===== src/rtl/prio_encoder_scan.sv =====
// Registered priority scanner: captures an N-bit request vector and emits the
// index of every set bit, one per ready/valid handshake, in priority order.
module prio_encoder_scan #(
  parameter int N          = 8,
  parameter int W          = 3,
  parameter int HIGH_FIRST = 1
) (
  input  logic         clk,
  input  logic         rst,
  input  logic         load,
  input  logic [N-1:0] req,
  input  logic         out_ready,
  output logic         out_valid,
  output logic [W-1:0] out_idx,
  output logic         out_last,
  output logic         busy,
  output logic         done,
  output logic         zero
);

  if (N < 2 || (2 ** W) < N) begin : g_bad_params
    $error("prio_encoder_scan: need N >= 2 and 2**W >= N");
  end

  typedef enum logic {
    IDLE = 1'b0,
    SCAN = 1'b1
  } state_t;

  state_t         state_q, state_d;
  logic [N-1:0]   pending_q, pending_d;
  logic [W-1:0]   idx_q, idx_d;
  logic           valid_q, valid_d;
  logic           last_q, last_d;
  logic           done_q, done_d;
  logic           zero_q, zero_d;

  // Later matches overwrite earlier ones, so the scan direction picks the winner.
  function automatic logic [W-1:0] prio_enc(input logic [N-1:0] v);
    logic [W-1:0] idx;
    idx = '0;
    for (int i = 0; i < N; i++) begin
      if (HIGH_FIRST != 0) begin
        if (v[i]) idx = W'(i);
      end else begin
        if (v[N-1-i]) idx = W'(N-1-i);
      end
    end
    return idx;
  endfunction

  function automatic logic is_single(input logic [N-1:0] v);
    return (v != '0) && ((v & (v - N'(1))) == '0);
  endfunction

  always_comb begin
    state_d   = state_q;
    pending_d = pending_q;
    done_d    = 1'b0;
    zero_d    = 1'b0;
    case (state_q)
      IDLE: begin
        if (load) begin
          if (req == '0) begin
            done_d = 1'b1;
            zero_d = 1'b1;
          end else begin
            pending_d = req;
            state_d   = SCAN;
          end
        end
      end
      SCAN: begin
        if (out_ready) begin
          pending_d = pending_q & ~(N'(1) << idx_q);
          if (last_q) begin
            state_d = IDLE;
            done_d  = 1'b1;
          end
        end
      end
      default: begin
        state_d   = IDLE;
        pending_d = '0;
      end
    endcase
    // Outputs are precomputed from next-state so they leave the flops directly.
    valid_d = (state_d == SCAN);
    idx_d   = prio_enc(pending_d);
    last_d  = is_single(pending_d);
  end

  always_ff @(posedge clk or posedge rst) begin
    if (rst) begin
      state_q   <= IDLE;
      pending_q <= '0;
      idx_q     <= '0;
      valid_q   <= 1'b0;
      last_q    <= 1'b0;
      done_q    <= 1'b0;
      zero_q    <= 1'b0;
    end else begin
      state_q   <= state_d;
      pending_q <= pending_d;
      idx_q     <= idx_d;
      valid_q   <= valid_d;
      last_q    <= last_d;
      done_q    <= done_d;
      zero_q    <= zero_d;
    end
  end

  assign out_valid = valid_q;
  assign out_idx   = idx_q;
  assign out_last  = last_q;
  assign busy      = valid_q;
  assign done      = done_q;
  assign zero      = zero_q;

endmodule


===== config.mk =====
export PLATFORM = sky130hd
export DESIGN_NAME = prio_encoder_scan
export DESIGN_NICKNAME = d
export VERILOG_FILES = /design/src/rtl/prio_encoder_scan.sv
export SDC_FILE = /design/constraint.sdc
export NUM_CORES = 1
export LEC_CHECK = 0
export ABC_AREA = 1
export BUFFER_PORTS_ARGS = -buffer_cell sky130_fd_sc_hd__buf_2
export CORE_MARGIN = 2
export CORE_UTILIZATION = 58
export CTS_BUF_LIST = sky130_fd_sc_hd__clkbuf_8
export DETAILED_ROUTE_END_ITERATION = 10
export MAX_ROUTING_LAYER = met4
export PLACE_DENSITY = 0.85
export RECOVER_POWER = 25
export SLEW_MARGIN = 20
export SYNTH_ARGS = -nofsm -noshare
export SYNTH_HDL_FRONTEND = slang
export SYNTH_SLANG_ARGS = --single-unit
export TNS_END_PERCENT = 100

===== constraint.sdc =====
create_clock -name clk -period 2.86 [get_ports clk]
set_clock_uncertainty 0.15 [all_clocks]
set_input_delay 0.286 -clock clk [delete_from_list [all_inputs] [get_ports clk]]
set_output_delay 0.286 -clock clk [all_outputs]
set_load 0.01 [all_outputs]

==> results of run 1 <==
[synthesized netlist by cell type]
cell       n
nand2_4    1
dfrtp_1   15
nand3_1    4
a21boi_0   1
a21boi_1   5
nand2_1   34
nand4_1    1
a21oi_1    2
a31o_2     1
nand2_2    9
o211ai_1   1
o21ai_0    1
o21ai_4    1
nand3b_1   1
nor2_2     3
a22o_1     1
nor2_1    10
o21ai_1    1
inv_1     13
buf_4      1
nor2_4     3
inv_2      2
o22ai_1    1
[what timing repair did]
item                       4_1_cts  5_1_grt
hold buffers                     1        0
hold endpoints to repair        15        0
setup endpoints to repair        0        0
[power groups by stage]
stage | logic [mW] | registers [mW] | clock network (mW)
2_1_floorplan | 0.465 | 0.358 | 0
3_3_place_gp | 0.592 | 0.347 | 0
3_5_place_dp | 0.610 | 0.353 | 0
4_1_cts | 0.614 | 0.349 | 0.167
5_1_grt | 0.687 | 0.358 | 0.181
6_report | 0.604 | 0.349 | 0.164
[state kept, by name, indices dropped and copies added, names as in the netlist]
register,flops
out_idx,3
busy,1
zero,1
done,1
pending_q,8
out_last,1
[stage by stage]
step / cell area [um^2] / total power [mW] / instances
finish: 1020 / 1.12 / 150
global route: 1020 / 1.23 / 150
CTS: 1030 / 1.13 / 150
detailed placement: 977 / 0.963 / 145
global placement: 977 / 0.939 / 145
floorplan: 871 / 0.823 / 112
[worst paths after layout]
kind                                    start                    to  slack [ns]  cells after the start
hold / removal                      out_ready        done$_DFF_PP0_        0.17                      2
hold reg to reg            out_last$_DFF_PP0_        done$_DFF_PP0_        0.43                      1
max in group asynchronous                 rst        zero$_DFF_PP0_        1.68                      3
setup / recovery               busy$_DFF_PP0_    out_last$_DFF_PP0_        0.71                     11
setup reg to reg               busy$_DFF_PP0_    out_last$_DFF_PP0_        0.71                     11
min in group asynchronous                 rst  out_idx[1]$_DFF_PP0_        0.51                      3
[final cells by class]
type / count / area, um^2
well taps: 15 / 18.8
repair buffers: 20 / 97.6
clock buffers: 3 / 41.3
flip-flops and latches: 15 / 375
fillers: 117 / 333
multi-input cells: 81 / 424
clock inverters: 1 / 3.75
inverters: 15 / 56.3
[worst max-delay path, cell delays in order (launching register included)]
cell     delay (ns)
dfrtp_1        0.44
nor2_1         0.56
o21ai_4        0.21
nand2_1        0.12
nand2_2        0.09
nor2_4         0.14
nand2_2        0.08
inv_2          0.06
nand2_1        0.04
nand2_1        0.05
nand2_1        0.05
nor2_1         0.09
[per-layer routing]
metal  part of all wire  vias to the layer above  GRT usage
li1                   -                      394          -
met5                  0                        -          -
met2               0.52                       13      0.412
met3              0.029                        2     0.0340
met4             0.0073                        0     0.0813
met1               0.44                      370      0.307
[cells by family after synthesis]
family	Yosys count	share of synthesized area
flops	15	0.431
simple gates	66	0.366
buf+inv	16	0.0733
compound gates	15	0.129
[layout by cell type, fill, tap and decap left out]
cell type      synthesis  routed
clkbuf_1               0       6
clkbuf_8               0       3
nor2_1                10      11
nand3b_1               1       1
inv_1                 13      14
a21boi_1               5       5
a21boi_0               1       1
a21oi_1                2       2
o211ai_1               1       1
dfrtp_1               15      15
nand2_2                9       9
inv_2                  2       2
a31o_2                 1       1
nand2_1               34      34
nand3_1                4       4
a22o_1                 1       1
o21ai_0                1       1
nor2_2                 3       3
o22ai_1                1       1
nand2_4                1       1
o21ai_4                1       1
dlygate4sd3_1          0       1
o21ai_1                1       1
nand4_1                1       1
buf_2                  0      13
nor2_4                 3       2
==> impl_metrics.toml, run 1 <==
[cts]
ctsResizeCount = 0
clockBufferDepth = 2
cts_buffers = 3
cts.reportedPaths.clkPinSlew_ns = 0.06
cts_root_buffer = "clkbuf_8"
h-tree-depth = 1
postCtsSetupRepairBufs = 0
cts_tree = "done"
cts_sinks = 15
clock_latency_ns = 0.24

[sta]
rsz0062_at_grt = "no"
holdWs_ns = 0.175
hold_viol_final = 0
tightest_slew_ns = 0.675
slew_headroom = 0.548
finalCritPeriodShare = 0.753
layout_min_cycle_time_ns = 2.15
setup_tns_ns = 0
fmax_mhz = 464
setup_violations = 0
report.final.slew_viol_count = 0
fin_ws_ns = 0.707

[synth]
ys_types = 23
syn_avg_cell_area_um2 = 7.78
ys_warn_count = 0
synth_area_leaders = "dfrtp_1, nand2_1, nand2_2"
netlist_area_um2 = 871
syn_inst = 112
syn_nets = 124
synth_top_cell_by_area = "dfrtp_1"
yosysSeqAreaShare = 0.431
synth_top_area_frac = 0.431
synth-seq-cells = 15

[power]
p_sw_frac = 0.455
power.density_nw_per_um2 = 1100
p_leak_nw = 0.545
combinationalPowerShare = 0.540
switchingPower_mw = 0.508
peakVddDrop_v = 0.000635
p_clk_frac = 0.147
intPower_mw = 0.609
p_seq_frac = 0.313

[global_routing]
grt_overflow = 0
grt_pass1_wl_mm = 3.28
grt_max_degree = 16
antenna_found_initial = 0
track_usage = 0.247
grt_pass1_vias = 778

[place]
gp_congestion = 0.833
port-buffer-count = 19
hpwl_mm = 1.50
dp_slack_ns = 1.03

[worst_setup_path]
worst_setup_path_start_kind = "flop"
path_max_fanout = 10
end_kind = "flop"
crit_required_ns = 2.89
worst-endpoint-arrival_ns = 2.18
crit_type = "reg2reg"

[route]
totalWireLength_mm = 1.91
routed_via_density = 5.19
drc = 0
dr_total_vias = 779
drt_iter0_markers = 9
antenna_left = 0
wire_per_inst_um = 12.7
firstDrtPassIters = 4

[final_layout]
area_delta_synth_final_pct = 16.8
nets = 148
fin_util = 0.753
diodes = 0
drive_gt1_frac = 0.259

[floorplanning]
start_util = 0.645
die_w_um = 42.8
core_um2 = 1350
boundaryPins = 20
rows = 13
fp.dieArea_um2 = 1830
die_h_um = 42.8

[status]
status = "finished clean"

[run]
max-cap-violations = 0

[worst_hold_path]
hold_class = "in2reg"
(Power assumes the default switching activity.)
==> run 2: changes to the inputs <==
--- a/config.mk
+++ b/config.mk
@@ -5,14 +5,14 @@
 export SDC_FILE = /design/constraint.sdc
 export NUM_CORES = 1
 export LEC_CHECK = 0
-export ABC_AREA = 1
+export ABC_AREA = 0
 export BUFFER_PORTS_ARGS = -buffer_cell sky130_fd_sc_hd__buf_2
 export CORE_MARGIN = 2
-export CORE_UTILIZATION = 58
+export CORE_UTILIZATION = 49
 export CTS_BUF_LIST = sky130_fd_sc_hd__clkbuf_8
 export DETAILED_ROUTE_END_ITERATION = 10
 export MAX_ROUTING_LAYER = met4
-export PLACE_DENSITY = 0.85
+export PLACE_DENSITY = 0.77
 export RECOVER_POWER = 25
 export SLEW_MARGIN = 20
 export SYNTH_ARGS = -nofsm -noshare
==> constraint.sdc (replaced) <==
create_clock -name clk -period 1.8 [get_ports clk]
set_clock_uncertainty 0.15 [all_clocks]
set_input_delay 0.18 -clock clk [delete_from_list [all_inputs] [get_ports clk]]
set_output_delay 0.18 -clock clk [all_outputs]
set_load 0.01 [all_outputs]
==> run 2 against run 1 <==
Effect of this change: the run now ends with setup timing left; sequential share of layout area down 5.8 points; count of clock-buffer cells in the layout unchanged; synthesized cell count down 33%.
==> impl_metrics.toml, run 2 <==
[status]
status = "finished with violations"
violations = "setup timing"

[global_routing]
track_usage = 0.241
grt_pass1_wl_mm = 3.31
grt_pass1_vias = 769
grt_max_degree = 16
grt_overflow = 0
antenna_found_initial = 0

[final_layout]
fin_util = 0.777
area_delta_synth_final_pct = 45.1
layout_commonest_cell = "buf_4"
largest_reg_flops = 8
drive_gt1_frac = 0.582
regMostFlops = "pending_q"
final_area_um2 = 1210
finalNonFillerCells = 138
nets = 135
layout_common_cells = "buf_4, buf_2, dfrtp_1"
diodes = 0

[power]
power.density_nw_per_um2 = 1800
intPower_mw = 1.31
p_seq_frac = 0.257
total_power_mw = 2.17
p_leak_nw = 0.551
combinationalPowerShare = 0.617
p_sw_frac = 0.399
p_clk_frac = 0.126
peakVddDrop_v = 0.00109
switchingPower_mw = 0.867

[worst_setup_path]
worst-endpoint-arrival_ns = 1.98
end_kind = "flop"
crit_start = "out_idx[1]$_DFF_PP0_"
rr_startpoint = "out_idx[1]$_DFF_PP0_"
worst_setup_path_start_kind = "flop"
path_max_fanout = 5
crit_type = "reg2reg"
crit_required_ns = 1.82

[cts]
clockBufferDepth = 2
clock_latency_ns = 0.25
cts_tree = "done"
cts.reportedPaths.clkPinSlew_ns = 0.06
h-tree-depth = 1
cts_root_buffer = "clkbuf_8"
cts_sinks = 15
cts_buffers = 3

[sta]
setup_violations = 2
holdWs_ns = 0.0629
fmax_mhz = 510
hold_viol_final = 0
rsz0062_at_grt = "yes"
finalCritPeriodShare = 1.09
fin_ws_ns = -0.159
tightest_slew_ns = 0.557
layout_min_cycle_time_ns = 1.96
slew_headroom = 0.628
report.final.slew_viol_count = 0
setup_tns_ns = -0.230

[floorplanning]
boundaryPins = 20
die_w_um = 45.3
die_h_um = 45.3
start_util = 0.535
rows = 14
core_um2 = 1560
fp.dieArea_um2 = 2050

[synth]
netlist_area_um2 = 835
synth_flop_cell = "dfrtp_1"
synthTopCellsByCount = "dfrtp_1, nand2_1, o21ai_0"
ys_warn_count = 0
async_flop_share = 1.00
syn_avg_cell_area_um2 = 11.1
synth_top_cell_by_area = "dfrtp_1"
synth-seq-cells = 15
yosysSeqAreaShare = 0.450
ys_types = 31
synth_area_leaders = "dfrtp_1, nor4_4, o21ai_2"
post-synth-top-count-cell = "dfrtp_1"
synth_top_area_frac = 0.450
syn_inst = 75
syn_nets = 87
synth_edf_count = 0

[route]
wire_per_inst_um = 15.4
firstDrtPassIters = 4
drt_iter0_markers = 16
drc = 0
antenna_left = 0
routed_via_density = 5.51
dr_total_vias = 761
totalWireLength_mm = 2.12

[place]
port-buffer-count = 19
dp_cells = 130
dp_slack_ns = -0.241
place_area_um2 = 1110
gp_congestion = 0.875
hpwl_mm = 1.54

[run]
max-cap-violations = 0

[worst_hold_path]
hold_start = "out_ready"
hold_class = "in2reg"
[run 2: changes by cell type after synthesis, moves of 5 or more]
cell / delta
o21ai_0: +5
nand2_2: -9
a21boi_1: -5
nor2_1: -5
inv_1: -12
o21ai_2: +5
nand2_1: -23
[run 2: area by class of cell]
type | count | area, um^2
Sequential cell | 15 | 377
Multi-Input combinational cell | 55 | 453
Tap cell | 16 | 20.0
Inverter | 3 | 13.8
Fill cell | 106 | 348
Clock inverter | 1 | 5.00
Clock buffer | 3 | 41.3
Timing Repair Buffer | 45 | 302
[run 2: logic make-up after synthesis]
logic type | share of synthesized area
buf+inv | 0.0390
fa+ha+maj | 0.0135
simple gates | 0.216
flops | 0.450
xor+xnor | 0.0105
compound gates | 0.271
[run 2: what timing repair did]
item	4_1_cts	5_1_grt
hold buffers	1	0
endpoints found under the setup margin	3	3
resized for setup	1	4
hold endpoints to repair	15	0
gates cloned	0	0
pin swaps	0	1
setup buffers	2	1
[run 2: power by group through the flow]
stage / logic [mW] / registers (mW) / clock network (mW)
global route: 1.47 / 0.570 / 0.287
floorplan: 0.689 / 0.574 / 0
CTS: 1.24 / 0.555 / 0.275
detailed placement: 1.18 / 0.565 / 0
finish: 1.34 / 0.559 / 0.273
global placement: 1.16 / 0.560 / 0
[run 2: metal layers]
| metal | track usage | part of all wire | vias up |
|---|---|---|---|
| li1 | - | - | 364 |
| met1 | 0.295 | 0.42 | 373 |
| met2 | 0.386 | 0.52 | 20 |
| met3 | 0.0360 | 0.039 | 4 |
| met4 | 0.124 | 0.021 | 0 |
| met5 | - | 0 | - |
[run 2: final timing paths]
kind,to,slack [ns],cells after the start
worst max-delay path,out_last$_DFF_PP0_,-0.16,7
worst min-delay path,done$_DFF_PP0_,0.06,2
worst max register to register,out_last$_DFF_PP0_,-0.16,7
worst min register to register,done$_DFF_PP0_,0.42,1
max in group asynchronous,busy$_DFF_PP0_,0.73,3
min in group asynchronous,out_idx[1]$_DFF_PP0_,0.37,3
[run 2: critical path, stage by stage (launching register included)]
cell	delay (ns)
dfrtp_1	0.37
nand3b_1	0.23
o21ai_0	0.33
o21ai_2	0.18
nor2_1	0.23
buf_4	0.16
a21oi_2	0.04
a211oi_2	0.18
